<file path="config.mk">
export PLATFORM = sky130hd
export DESIGN_NAME = ram_port_arbiter_flat
export DESIGN_NICKNAME = d
export VERILOG_FILES = /design/src/rtl/q16_mem_pkg.sv /design/src/rtl/ram_port_arbiter_if.sv /design/src/rtl/ram_arb_pick.sv /design/src/rtl/ram_port_arbiter.sv /design/src/flat_wrapper.sv
export SDC_FILE = /design/constraint.sdc
export NUM_CORES = 1
export LEC_CHECK = 0
export ABC_AREA = 0
export CAP_MARGIN = 20
export CORE_MARGIN = 2
export CORE_UTILIZATION = 38
export DETAILED_ROUTE_END_ITERATION = 10
export GPL_TIMING_DRIVEN = 1
export PLACE_DENSITY = 0.9
export SYNTH_ARGS = -nofsm -noshare
export SYNTH_HDL_FRONTEND = slang
export SYNTH_HIERARCHICAL = 1
export SYNTH_SLANG_ARGS = --single-unit
</file>
<file path="constraint.sdc">
create_clock -name clk -period 2.3 [get_ports clk]
set_clock_uncertainty 0.1 [all_clocks]
set_input_delay 0.46 -clock clk [delete_from_list [all_inputs] [get_ports clk]]
set_output_delay 0.46 -clock clk [all_outputs]
set_load 0.05 [all_outputs]
</file>
<file path="src/rtl/q16_mem_pkg.sv">
// Shared definitions for the data-RAM port arbiter: port indices, FSM encoding, latency bounds.
package q16_mem_pkg;

    localparam int unsigned NUM_PORTS = 3;

    // Requester port indices
    localparam int unsigned P_INT = 0;  // interrupt / stack context
    localparam int unsigned P_CPU = 1;  // normal CPU load/store
    localparam int unsigned P_DMA = 2;  // DMA / peripheral copier

    // Legal RAM read latency range
    localparam int unsigned RD_LAT_MIN = 1;
    localparam int unsigned RD_LAT_MAX = 3;

    typedef enum logic [1:0] {
        StIdle  = 2'd0,
        StIssue = 2'd1,
        StRwait = 2'd2
    } arb_state_e;

endpackage

</file>
<file path="src/rtl/ram_port_arbiter_if.sv">
// Requester and RAM-side signal bundle for the data-RAM arbiter.
interface ram_port_arbiter_if import q16_mem_pkg::*; #(
    parameter int unsigned ADDR_W = 16,
    parameter int unsigned DATA_W = 16
);

    logic [NUM_PORTS-1:0]        req;
    logic [NUM_PORTS-1:0]        we;
    logic [NUM_PORTS*ADDR_W-1:0] addr;
    logic [NUM_PORTS*DATA_W-1:0] wdata;
    logic [NUM_PORTS-1:0]        ack;
    logic [DATA_W-1:0]           rdata;
    logic [ADDR_W-1:0]           ram_addr;
    logic [DATA_W-1:0]           ram_wdata;
    logic                        ram_w;
    logic [DATA_W-1:0]           ram_rdata;

    // Requesters plus RAM macro
    modport master (
        output req, we, addr, wdata, ram_rdata,
        input  ack, rdata, ram_addr, ram_wdata, ram_w
    );

    // Arbiter
    modport slave (
        input  req, we, addr, wdata, ram_rdata,
        output ack, rdata, ram_addr, ram_wdata, ram_w
    );

endinterface

</file>
<file path="src/rtl/ram_arb_pick.sv">
// Combinational winner selection: port 0 absolute, then starve override, then round-robin.
module ram_arb_pick import q16_mem_pkg::*; (
    input  logic [NUM_PORTS-1:0] req_i,
    input  logic                 rr_dma_i,   // round-robin pointer currently favours port 2
    input  logic                 starve_i,   // port 2 has lost too many times in a row
    output logic [NUM_PORTS-1:0] gnt_o,
    output logic                 valid_o
);

    // One-hot grant from the current requests
    always_comb begin
        gnt_o = '0;
        if (req_i[P_INT]) begin
            gnt_o[P_INT] = 1'b1;
        end else if (req_i[P_CPU] && req_i[P_DMA]) begin
            if (starve_i || rr_dma_i) begin
                gnt_o[P_DMA] = 1'b1;
            end else begin
                gnt_o[P_CPU] = 1'b1;
            end
        end else if (req_i[P_CPU]) begin
            gnt_o[P_CPU] = 1'b1;
        end else if (req_i[P_DMA]) begin
            gnt_o[P_DMA] = 1'b1;
        end
    end

    assign valid_o = |req_i;

endmodule

</file>
<file path="src/rtl/ram_port_arbiter.sv">
// Shares the single-port data RAM among three requesters; sequences writes and latency-aware reads.
module ram_port_arbiter import q16_mem_pkg::*; #(
    parameter int unsigned ADDR_W     = 16,
    parameter int unsigned DATA_W     = 16,
    parameter int unsigned RD_LAT     = 1,
    parameter int unsigned STARVE_MAX = 8
) (
    input  logic               clk,
    input  logic               rst_n,
    ram_port_arbiter_if.slave  bus
);

    if ((RD_LAT < RD_LAT_MIN) || (RD_LAT > RD_LAT_MAX)) begin : g_bad_rd_lat
        $error("ram_port_arbiter: RD_LAT must be in the range 1..3");
    end

    localparam int unsigned   STARVE_W   = (STARVE_MAX < 1) ? 1 : $clog2(STARVE_MAX + 1);
    localparam logic [STARVE_W-1:0] STARVE_LIM = STARVE_W'(STARVE_MAX);
    localparam logic [1:0]    LAT_INIT   = 2'(RD_LAT - 1);

    arb_state_e             state_q, state_d;
    logic [1:0]             lat_q, lat_d;
    logic [NUM_PORTS-1:0]   gnt_q, gnt_d;
    logic                   rr_dma_q, rr_dma_d;
    logic [STARVE_W-1:0]    starve_q, starve_d;
    logic [NUM_PORTS-1:0]   ack_q, ack_d;
    logic [DATA_W-1:0]      rdata_q, rdata_d;
    logic [ADDR_W-1:0]      ram_addr_q, ram_addr_d;
    logic [DATA_W-1:0]      ram_wdata_q, ram_wdata_d;
    logic                   ram_w_q, ram_w_d;

    logic [NUM_PORTS-1:0]   pick_gnt;
    logic                   pick_valid;
    logic                   starve_full;
    logic [ADDR_W-1:0]      sel_addr;
    logic [DATA_W-1:0]      sel_wdata;
    logic                   sel_we;

    assign starve_full = (starve_q >= STARVE_LIM);

    ram_arb_pick u_pick (
        .req_i    (bus.req),
        .rr_dma_i (rr_dma_q),
        .starve_i (starve_full),
        .gnt_o    (pick_gnt),
        .valid_o  (pick_valid)
    );

    // Mux the winning port's request fields
    always_comb begin
        sel_addr  = '0;
        sel_wdata = '0;
        sel_we    = 1'b0;
        for (int i = 0; i < NUM_PORTS; i++) begin
            if (pick_gnt[i]) begin
                sel_addr  = bus.addr[i*ADDR_W +: ADDR_W];
                sel_wdata = bus.wdata[i*DATA_W +: DATA_W];
                sel_we    = bus.we[i];
            end
        end
    end

    // FSM next state, arbitration bookkeeping and registered outputs
    always_comb begin
        state_d     = state_q;
        lat_d       = lat_q;
        gnt_d       = gnt_q;
        rr_dma_d    = rr_dma_q;
        starve_d    = starve_q;
        ack_d       = '0;
        rdata_d     = '0;
        ram_addr_d  = ram_addr_q;
        ram_wdata_d = ram_wdata_q;
        ram_w_d     = 1'b0;

        unique case (state_q)
            StIdle: begin
                if (pick_valid) begin
                    gnt_d       = pick_gnt;
                    ram_addr_d  = sel_addr;
                    ram_wdata_d = sel_wdata;
                    ram_w_d     = sel_we;
                    // A write completes in the cycle its strobe is on the RAM
                    ack_d       = sel_we ? pick_gnt : '0;
                    if (pick_gnt[P_CPU] || pick_gnt[P_DMA]) begin
                        rr_dma_d = ~rr_dma_q;
                    end
                    if (pick_gnt[P_DMA]) begin
                        starve_d = '0;
                    end else if (bus.req[P_DMA] && !starve_full) begin
                        starve_d = starve_q + 1'b1;
                    end
                    state_d = StIssue;
                end
            end
            StIssue: begin
                if (ram_w_q) begin
                    state_d = StIdle;
                end else begin
                    lat_d   = LAT_INIT;
                    state_d = StRwait;
                end
            end
            StRwait: begin
                if (lat_q == 2'd0) begin
                    ack_d   = gnt_q;
                    rdata_d = bus.ram_rdata;
                    state_d = StIdle;
                end else begin
                    lat_d = lat_q - 1'b1;
                end
            end
            default: state_d = StIdle;
        endcase

        if (!bus.req[P_DMA]) begin
            starve_d = '0;
        end
    end

    // State and output registers; reset drops any in-flight access
    always_ff @(posedge clk or negedge rst_n) begin
        if (!rst_n) begin
            state_q     <= StIdle;
            lat_q       <= '0;
            gnt_q       <= '0;
            rr_dma_q    <= 1'b0;
            starve_q    <= '0;
            ack_q       <= '0;
            rdata_q     <= '0;
            ram_addr_q  <= '0;
            ram_wdata_q <= '0;
            ram_w_q     <= 1'b0;
        end else begin
            state_q     <= state_d;
            lat_q       <= lat_d;
            gnt_q       <= gnt_d;
            rr_dma_q    <= rr_dma_d;
            starve_q    <= starve_d;
            ack_q       <= ack_d;
            rdata_q     <= rdata_d;
            ram_addr_q  <= ram_addr_d;
            ram_wdata_q <= ram_wdata_d;
            ram_w_q     <= ram_w_d;
        end
    end

    assign bus.ack       = ack_q;
    assign bus.rdata     = rdata_q;
    assign bus.ram_addr  = ram_addr_q;
    assign bus.ram_wdata = ram_wdata_q;
    assign bus.ram_w     = ram_w_q;

endmodule

</file>
<file path="src/flat_wrapper.sv">
// flat-port wrapper written by rule: the top's interface ports become plain ports
module ram_port_arbiter_flat import q16_mem_pkg::*;
#(
    parameter int unsigned ADDR_W     = 16,
    parameter int unsigned DATA_W     = 16,
    parameter int unsigned RD_LAT     = 1,
    parameter int unsigned STARVE_MAX = 8
)
  (clk, rst_n, bus_req, bus_we, bus_addr, bus_wdata, bus_ram_rdata, bus_ack, bus_rdata, bus_ram_addr, bus_ram_wdata, bus_ram_w);
  ram_port_arbiter_if #(.ADDR_W(ADDR_W), .DATA_W(DATA_W)) bus_i ();
  input  logic clk;
  input  logic rst_n;
  input wire logic [$bits(bus_i.req)-1:0] bus_req;
  input wire logic [$bits(bus_i.we)-1:0] bus_we;
  input wire logic [$bits(bus_i.addr)-1:0] bus_addr;
  input wire logic [$bits(bus_i.wdata)-1:0] bus_wdata;
  input wire logic [$bits(bus_i.ram_rdata)-1:0] bus_ram_rdata;
  output wire logic [$bits(bus_i.ack)-1:0] bus_ack;
  output wire logic [$bits(bus_i.rdata)-1:0] bus_rdata;
  output wire logic [$bits(bus_i.ram_addr)-1:0] bus_ram_addr;
  output wire logic [$bits(bus_i.ram_wdata)-1:0] bus_ram_wdata;
  output wire logic [$bits(bus_i.ram_w)-1:0] bus_ram_w;
  assign bus_i.req = bus_req;
  assign bus_i.we = bus_we;
  assign bus_i.addr = bus_addr;
  assign bus_i.wdata = bus_wdata;
  assign bus_i.ram_rdata = bus_ram_rdata;
  assign bus_ack = bus_i.ack;
  assign bus_rdata = bus_i.rdata;
  assign bus_ram_addr = bus_i.ram_addr;
  assign bus_ram_wdata = bus_i.ram_wdata;
  assign bus_ram_w = bus_i.ram_w;
  ram_port_arbiter #(.ADDR_W(ADDR_W), .DATA_W(DATA_W), .RD_LAT(RD_LAT), .STARVE_MAX(STARVE_MAX)) u_core (.clk(clk), .rst_n(rst_n), .bus(bus_i));
endmodule
</file>
==> flow_summary.yaml <==
setup_path:
  crit_start: "bus_req[1]"
  cp_max_fo: 12
  rr_startpoint: "u_core/state_q[1]$_DFFE_PN0P_"
  r2r.worst_path.cells: 5
  cp_num_buf_inv: 3
  path_delay_family: "buffers and inverters"
  crit_arrival_ns: 2.25
  setup.worst_path.class: "input port to flip-flop"
  start_kind: "input port"
  worstPathRequired_ns: 2.43
  r2r_end: "u_core/bus.ram_addr[10]$_DFFE_PN0P_"
  rrSetupSlack_ns: 0.42
  path_cells: "clkdlybuf4s50_1, or3_1, or3b_4, inv_1, buf_4, o21ai_0, o21ai_0"
  critPathSlowestCell: "clkdlybuf4s50_1"
  slowest_delay_ns: 0.47
  crit_top_cell: "o21ai_0"
  critPathCaptureType: "flip-flop"
finish:
  fin_cells: 579
  n_antenna_cell: 0
  register_area_um2: 1600
  nFillCells: 534
  multi_input_area_um2: 1190
  drive_gt1_frac: 0.0771
  area_delta_synth_final_pct: 72.6
  final_nets: 598
global_routing:
  grt_first_pass_wirelength_um: 14500
  antenna_found_initial: 0
  grt_use_total: 0.219
  grt_max_degree: 44
  overflow: 0
  grt_pass1_vias: 3012
sta:
  worstMarginPinSlew_ns: 0.528
  relSlewSlack: 0.647
  slew_viol_final: 0
  rsz0062_at_grt: "false"
  hold_violations: 0
  finalSetupViolCount: 0
  post-route-period-util: 0.921
  finalSetupTns_ns: 0
  fin_crit_ns: 2.12
  fmax_ghz: 0.472
outcome:
  outcome: "finished, final reports clean"
hold_path:
  holdCritPathClass: "input port to async pin"
clock_tree:
  cts_buffers: 9
  root_buffer: "clkbuf_8"
  cts_repair_resize_count: 0
  clk_latency_ns: 0.32
  clock_path_buffers: 2
  clk_pin_slew_ns: 0.07
  postCtsHoldBufs: 0
  clock_sinks: 64
  htreeDepth: 3
  cts_tree: "yes"
  cts_setup_buffers: 0
synthesis:
  synth_top_area_share: 0.548
  synth.cell_area_um2: 2920
  yosysSeqAreaShare: 0.548
  async_flop_share: 1.00
  synth_ff_type: "dfrtp_1"
  synth_top_cell_by_area: "dfrtp_1"
  synth_fp_nets: 425
  synth_cells: 302
  ys_warn_count: 6
  synth_edf_count: 0
  synth-seq-cells: 64
  postSynthAreaPerCell_um2: 9.67
  synth.area.top_cells: "dfrtp_1 55%, o21ai_0 12%, a221oi_1 9.6%, nand2_1 6.0%, and2_1 3.4%"
  synth_cell_type_count: 32
drt:
  wire_per_inst_um: 15.8
  drtPass1Iterations: 4
  vias: 3040
  ant_nets: 0
  drtIter0Drc: 138
  vias_per_cell: 5.25
  drt-total-wl_um: 9150
  drc: 0
die:
  ios: 172
  die_x_um: 91.7
  die_area_um2: 8400
  fp.dieH_um: 91.7
  num_rows: 31
  core_um2: 7330
  start_util: 0.398
run:
  cap_viol_max_count: 0
power:
  p_leak_nw: 2.09
  p_per_area_nw_per_um2: 1160
  ir_drop_v: 0.000699
place:
  dp_hpwl_um: 7050
  placedCellCount: 563
  gp_congestion: 0.863
  port-buffer-count: 171
[where the power goes]
part	total [mW]	internal, mW	switching [mW]	leakage, nW
sequential	1.73	1.52	0.213	0.835
combinational	3.13	1.12	2.01	1.16
clock	0.967	0.555	0.412	0.101
total	5.82	3.19	2.63	2.09
[worst reg2reg max path, stage by stage, from the launching register on]
cell	delay, ns
dfrtp_1	0.44
or3b_4	0.45
inv_1	0.25
buf_4	0.24
o21ai_0	0.12
o21ai_0	0.19
[metrics by stage]
step | hold WS (ns) | worst slack, ns | utilization | total power, mW | cell area (um^2)
3_3_place_gp | 0.350 | -0.0255 | 0.659 | 4.79 | 4830
5_1_grt | 0.0317 | 0.0540 | 0.688 | 6.17 | 5040
2_1_floorplan | 0.0644 | 0.464 | - | 3.65 | 2920
3_5_place_dp | 0.366 | -0.158 | 0.659 | 4.89 | 4830
6_report | 0.00541 | 0.181 | 0.688 | 5.82 | 5040
4_1_cts | 0.00688 | 0.185 | 0.688 | 5.88 | 5040
[flip-flops by register name, indices dropped and copies added, names as in the netlist]
signal,cells
u_core/bus.ram_w,1
u_core/starve_q,4
u_core/bus.rdata,16
u_core/bus.ram_wdata,16
u_core/lat_q,2
u_core/rr_dma_q,1
u_core/bus.ack,3
u_core/gnt_q,3
u_core/bus.ram_addr,16
u_core/state_q,2
[area by class of cell]
type | count | area share
Timing Repair Buffer | 188 | 0.374
Sequential cell | 64 | 0.318
Multi-Input combinational cell | 204 | 0.237
Clock buffer | 11 | 0.0300
Tap cell | 99 | 0.0246
Clock inverter | 5 | 0.0109
Inverter | 8 | 0.00596
[synthesized netlist by cell type, types with 2 or more instances]
library cell,instances
dfrtp_1,64
ha_1,3
inv_1,8
a21oi_1,6
o21ai_0,70
a221oi_1,32
and3b_1,2
clkbuf_1,19
buf_2,5
and2_1,16
nand2b_1,3
nor2b_1,2
and3_1,2
a32o_1,2
or3_1,2
nor2_1,4
nand2_1,47
[cell usage in the layout, fill, tap and decap left out, types with 3 or more instances in the layout]
cell type / instances
a221oi_1: 32
buf_4: 13
nand2_1: 47
and2_1: 16
dfrtp_1: 64
clkbuf_8: 11
a21oi_1: 5
o21ai_0: 70
nand2b_1: 3
buf_12: 4
clkdlybuf4s50_1: 170
inv_1: 8
ha_1: 3
nor2_1: 4
[how the worst max path moves through the flow]
stage / end / cells after the start
5_1_grt: u_core/bus.ram_addr[4]$_DFFE_PN0P_ / 7
4_1_cts: u_core/bus.ram_addr[10]$_DFFE_PN0P_ / 7
3_5_place_dp: u_core/bus.ram_addr[10]$_DFFE_PN0P_ / 7
2_1_floorplan: u_core/rr_dma_q$_DFFE_PN0P_ / 7
3_3_place_gp: u_core/rr_dma_q$_DFFE_PN0P_ / 7
6_report: u_core/bus.ram_addr[10]$_DFFE_PN0P_ / 7
[kinds of logic after synthesis]
| group | share of synthesized area |
|---|---|
| compound gates | 0.251 |
| simple gates | 0.138 |
| flops | 0.548 |
| buf+inv | 0.0471 |
| fa+ha+maj | 0.0129 |
| xor+xnor | 0.00300 |
[per-layer routing]
metal,GRT usage,share of wire,vias up
li1,-,-,1432
met1,0.254,0.38,1427
met2,0.374,0.50,157
met3,0.0666,0.092,24
met4,0.0934,0.028,0
met5,0,0,-
(Power assumes the default switching activity.)
